### src/rtl/max_pool_sequencer.sv
// Max-pooling sequencer: streams float elements through an external comparator,
// reducing each WINDOW-element group to its maximum, cfg_num_windows groups per run.
`ifndef DATA_WIDTH
`define DATA_WIDTH 32
`endif

module max_pool_sequencer #(
    parameter int DATA_WIDTH = `DATA_WIDTH,
    parameter int WINDOW     = 4,
    parameter int CNT_WIDTH  = 3,
    parameter int WIN_WIDTH  = 16
) (
    input  logic                  clk,
    input  logic                  rst_n,
    input  logic                  start,
    input  logic                  flush,
    input  logic [WIN_WIDTH-1:0]  cfg_num_windows,
    input  logic                  in_valid,
    output logic                  in_ready,
    input  logic [DATA_WIDTH-1:0] in_data,
    output logic [DATA_WIDTH-1:0] cmp_a,
    output logic [DATA_WIDTH-1:0] cmp_b,
    input  logic                  cmp_gt,
    output logic                  out_valid,
    input  logic                  out_ready,
    output logic [DATA_WIDTH-1:0] out_data,
    output logic                  busy,
    output logic                  done
);

    typedef enum logic [1:0] {
        IDLE  = 2'd0,
        FIRST = 2'd1,
        ACCUM = 2'd2,
        OUT   = 2'd3
    } state_t;

    localparam logic [CNT_WIDTH-1:0] LAST_ELEM = CNT_WIDTH'(WINDOW - 1);

    state_t                state;
    logic [DATA_WIDTH-1:0] max_reg;
    logic [CNT_WIDTH-1:0]  elem_cnt;
    logic [WIN_WIDTH-1:0]  win_cnt;
    logic [WIN_WIDTH-1:0]  cfg_reg;

    // Handshake outputs are pure decodes of the state register, so they are
    // glitch-free and all read 0 while reset is asserted.
    assign in_ready  = (state == FIRST) || (state == ACCUM);
    assign out_valid = (state == OUT);
    assign busy      = (state != IDLE);
    assign out_data  = max_reg;
    assign cmp_a     = in_data;
    assign cmp_b     = max_reg;

    always_ff @(posedge clk or negedge rst_n) begin
        if (!rst_n) begin
            state    <= IDLE;
            max_reg  <= '0;
            elem_cnt <= '0;
            win_cnt  <= '0;
            cfg_reg  <= '0;
            done     <= 1'b0;
        end else begin
            done <= 1'b0;
            if (flush) begin
                state    <= IDLE;
                elem_cnt <= '0;
                win_cnt  <= '0;
            end else begin
                case (state)
                    IDLE: begin
                        if (start) begin
                            if (cfg_num_windows == '0) begin
                                done <= 1'b1;
                            end else begin
                                cfg_reg  <= cfg_num_windows;
                                elem_cnt <= '0;
                                win_cnt  <= '0;
                                state    <= FIRST;
                            end
                        end
                    end
                    FIRST: begin
                        // First element seeds the running max without a compare.
                        if (in_valid) begin
                            max_reg  <= in_data;
                            elem_cnt <= CNT_WIDTH'(1);
                            state    <= ACCUM;
                        end
                    end
                    ACCUM: begin
                        if (in_valid) begin
                            // Strict greater-than: ties keep the earlier element.
                            if (cmp_gt) begin
                                max_reg <= in_data;
                            end
                            if (elem_cnt == LAST_ELEM) begin
                                elem_cnt <= '0;
                                state    <= OUT;
                            end else begin
                                elem_cnt <= elem_cnt + CNT_WIDTH'(1);
                            end
                        end
                    end
                    OUT: begin
                        if (out_ready) begin
                            if (win_cnt == cfg_reg - WIN_WIDTH'(1)) begin
                                win_cnt <= '0;
                                done    <= 1'b1;
                                state   <= IDLE;
                            end else begin
                                win_cnt <= win_cnt + WIN_WIDTH'(1);
                                state   <= FIRST;
                            end
                        end
                    end
                    default: state <= IDLE;
                endcase
            end
        end
    end

endmodule

### config.mk
export PLATFORM = sky130hd
export DESIGN_NAME = max_pool_sequencer
export DESIGN_NICKNAME = d
export VERILOG_FILES = /design/src/rtl/max_pool_sequencer.sv
export SDC_FILE = /design/constraint.sdc
export NUM_CORES = 1
export LEC_CHECK = 0
export CAP_MARGIN = 20
export CORE_UTILIZATION = 39
export DETAILED_ROUTE_END_ITERATION = 12
export GPL_ROUTABILITY_DRIVEN = 0
export PLACE_DENSITY = 0.72
export SLEW_MARGIN = 10
export SYNTH_ARGS = -nofsm -noshare
export SYNTH_HDL_FRONTEND = slang
export SYNTH_SLANG_ARGS = --single-unit
### constraint.sdc
create_clock -name clk -period 5.58 [get_ports clk]
set_clock_uncertainty 0.2 [all_clocks]
set_input_delay 1.674 -clock clk [delete_from_list [all_inputs] [get_ports clk]]
set_output_delay 1.674 -clock clk [all_outputs]
set_load 0.01 [all_outputs]
---- After elaboration in Yosys (flattened, before gate mapping) ----
Index checks and enable logic that the tools add are counted.
W data, S select, Z words.
cells by class
  add/subtract/negate cells ............... 3
  equal/unequal tests ..................... 14
  muxes and demuxes ....................... 32
  bitwise logic cells ..................... 2
  reductions and logical operators ........ 12
operators by type and width
  cell                     number
  $mux W32                 3
  $mux W16                 5
  $pmux W32 S2             1
  $pmux W16 S2             1
  $mux W3                  6
  $add A16 B1 Y16 const B  1
  $eq A16 B16 Y1           1
  $logic_not A16 Y1        1
  $sub A16 B1 Y16 const B  1
  $mux W2                  7
  $ne A3 B3 Y1 const B     4
  $reduce_and A5 Y1        2
  $pmux W3 S3              1
  $pmux W2 S4              1
  $reduce_and A4 Y1        2
  $mux W1                  6
  $ne A2 B2 Y1 const B     3
  $ne A3 B2 Y1 const B     2
  $reduce_and A6 Y1        1
  $eq A2 B2 Y1 const B     2
  $reduce_bool A2 Y1       2
  $reduce_bool A4 Y1       1
  $add A3 B1 Y3 const B    1
  $eq A3 B2 Y1 const B     1
  6 further kinds          7
storage, ports and cells
  register bits ........................... 70
  input port bits ......................... 55
  output and inout bits ................... 100
  logic and storage cells ................. 69

---- Longest topological paths before layout ----
  depth in word-level cells ............... 6
  depth in mapped cells ................... 10
  depth with buffers taken out ............ 9

---- Least setup slack after synthesis ----
Ideal clock, no wire load.
  path kind ............................... input-to-output
  start ................................... input in_data[0]
  end ..................................... output cmp_a[0]
  arrival ................................. 1.793 ns
  required time ........................... 3.706 ns
  setup slack ............................. 1.913 ns
  cell stages on the path ................. 1
  path buffers ............................ 1
  path through ............................ buf_4
RTL lines
  item                RTL line  text
  start: declaration  20        input logic [DATA_WIDTH-1:0] in_data,
  end: declaration    21        output logic [DATA_WIDTH-1:0] cmp_a,
No word-level cell between the ends.

---- Worst setup path after layout ----
  start ................................... input in_data[8]
  end ..................................... output cmp_a[8]
No word-level cell between the ends.

==> qor.yml <==
timing:
  min_period_over_period_pct: 82.8
  fin_crit_ps: 4620
  tns_ps: 0
  hold_viol_final: 0
  setup_viol: 0
  hold-worst-slack_ps: 305
  fmax_ghz: 0.217
  grt_setup_unrepaired: "false"
  slew_viol_final: 0
  worst_slew_pin_slew_ps: 997
  slew_headroom_pct: 33.0
power_and_ir_drop:
  irDropWorstVdd_uv: 220
  p_total_mw: 2.67
  leakagePower_nw: 2.14
  p_comb_share_pct: 51.6
  clkPwrFrac_pct: 14.7
  power_frac_seq_pct: 33.7
  internal_power_mw: 1.72
  p_per_area_mw_per_mm2: 489
  p_sw_share_pct: 35.8
  p_switching_mw: 0.956
clocking:
  clkTransAtPathRegs_ps: 80
  htreeDepth: 3
  cts_resized: 0
  numCtsBuffers: 9
  cts_tree: "done"
  clock_sinks: 70
  cts_root_buf: "clkbuf_8"
  cts_hold_buf: 0
  clk_latency_ps: 340
  cts_setup_buffers: 0
  cts_buffer_depth: 2
critical_path:
  reg2reg_slack_ps: 2280
  timing.rr.end: "win_cnt[13]$_DFFE_PN0P_"
  cp_common_cell: "clkdlybuf4s50_1"
  r2r-start: "cfg_reg[3]$_DFFE_PN0P_"
  max_stage_delay_ps: 560
  worstSetupPathDepth: 2
  critPathSlowestCell: "clkdlybuf4s50_1"
  crit_family: "buffers and inverters"
  worst-path-max-fanout: 2
  cp_data_required_time_ps: 3710
  reg2reg_depth: 7
  path_cells: "clkdlybuf4s50_1 > clkdlybuf4s50_1"
  critPathKind: "in -> out"
  start_kind: "input pin"
  cp-end-kind: "output pin"
  crit_buf_inv: 2
  critPathArrivalTime_ps: 2740
routing:
  ant_nets: 0
  vias: 3059
  first_iter_violations: 131
  drt_pass1_iterations: 4
  wl_mm: 9.62
  drc: 0
  wl_per_cell_um: 15.5
  vias_per_cell: 4.94
yosys:
  yosysWarnings: 0
  syn_inst: 390
  async_reset_ff_share_pct: 100
  synth-xor-area-share_pct: 6.63
  synth_edf_count: 0
  synth_top_family_by_area: "buffers and inverters"
  yosysSeqAreaShare_pct: 42.8
  syn_area_mm2: 0.00409
  ys.flop_type: "dfrtp_1"
  synth_mux_area_share_pct: 13.1
  yosysMostFrequentCell: "dfrtp_1"
  synth_top_area_share_pct: 42.8
  avgSynthCellArea_um2: 10.5
  ys_ff_latch: 70
  synthAdderAreaFrac_pct: 2.45
  synthSimpleGateAreaFrac_pct: 14.1
  synth_common_cells: "70 x dfrtp_1, 64 x buf_4, 44 x mux2_2"
  synth_compound_area_share_pct: 6.48
  synth_fp_nets: 453
  synth_top_area_cell: "dfrtp_1"
  ys_top_cells_by_area: "dfrtp_1 43%, mux2_2 12%, buf_4 12%, xnor2_1 5.8%, nor2_1 2.6%"
  synth.distinct_cells: 53
die:
  rows: 37
  die_h_um: 104
  pin_count: 155
  die_x_um: 104
  core_mm2: 0.0102
  die-area_mm2: 0.0109
  initial_core_util_pct: 40.0
hold_path:
  hp-start: "elem_cnt[2]$_DFFE_PN0P_"
  hold-path-cell-count: 1
  holdPathEnd: "elem_cnt[2]$_DFFE_PN0P_"
  min_path_type: "reg -> reg"
placed_design:
  placed_cells: 603
  io_buffers: 154
  dp_hpwl_mm: 7.52
layout:
  seq_area_mm2: 0.00175
  diodes: 0
  drive_above_1_share_pct: 14.3
  finalNonFillerCells: 619
  multi_input_area_mm2: 0.00177
  n_fill_cell: 884
  largest_reg_flops: 32
  fin_nets: 541
  utilization_pct: 53.4
  syn_to_final_growth_pct: 33.6
global_route:
  first_global_vias: 3040
  grt_overflow: 0
  antenna_found_initial: 0
  grt_max_degree: 42
  grt_use_total_pct: 18.1
  grt_pass1_wl_mm: 15.5
status:
  status: "finished clean"
run:
  max_cap_violations: 0
[per-stage QoR]
step,area (µm²),setup slack (ps)
5_1_grt,5470,939
3_5_place_dp,5280,947
2_1_floorplan,4090,1910
6_report,5470,961
4_1_cts,5470,947
3_3_place_gp,5280,964
[layout by cell type (no fill, tap or decap), types with 2 or more instances in the layout]
cell type	count
clkdlybuf4s50_1	153
dfrtp_1	70
mux2_2	44
nor2_1	28
xnor2_1	27
nand2_1	14
nor3_1	12
inv_1	10
o21ai_0	9
clkbuf_8	9
a21oi_1	8
nand4_1	8
ha_1	8
and3_1	7
nor4_1	7
nor2b_1	5
a31oi_1	4
nand3_1	4
xor2_1	4
nand2b_1	3
clkbuf_1	3
buf_4	3
mux2i_1	2
nor4_4	2
and2_1	2
o21bai_1	2
o2111ai_1	2
a211oi_1	2
mux2_1	2
clkinv_2	2
[area by class of cell]
cell class | instances | area share, %
multi-input combinational | 230 | 32.3
sequential | 70 | 32.0
timing repair buffer | 157 | 28.5
tap | 136 | 3.11
clock buffer | 12 | 2.47
clock inverter | 4 | 0.870
inverter | 10 | 0.687
[how the worst max path moves through the flow]
stage / to / start / slack (ps)
2_1_floorplan: cmp_a[0] / in_data[0] / 1910
4_1_cts: cmp_a[8] / in_data[8] / 950
3_5_place_dp: cmp_a[8] / in_data[8] / 950
6_report: cmp_a[8] / in_data[8] / 960
5_1_grt: cmp_a[8] / in_data[8] / 940
3_3_place_gp: cmp_a[8] / in_data[8] / 960
[power groups by stage]
stage               Combinational, mW  Sequential, mW  Clock (mW)
floorplan                       0.850           0.902           0
global placement                 1.37           0.899           0
detailed placement               1.39           0.913           0
CTS                              1.39           0.905       0.403
global route                     1.48           0.932       0.423
finish                           1.38           0.900       0.393
[metal layers]
metal  vias up  GRT usage, %  wire length (µm)
met5         -             0                 0
met4         0          4.69                97
met3        10          4.76               571
met2        99          31.3              4840
met1      1484          22.3              4110
li1       1466             -                 -
[logic make-up (layout without fill, tap and decap cells)]
group           Yosys count  in the layout
buf+inv                  90            183
simple gates            104            104
fa+ha+maj                 8              8
flops                    70             70
xor+xnor                 31             31
compound gates           39             39
mux                      48             48
Power figures use the tool's default switching activity.
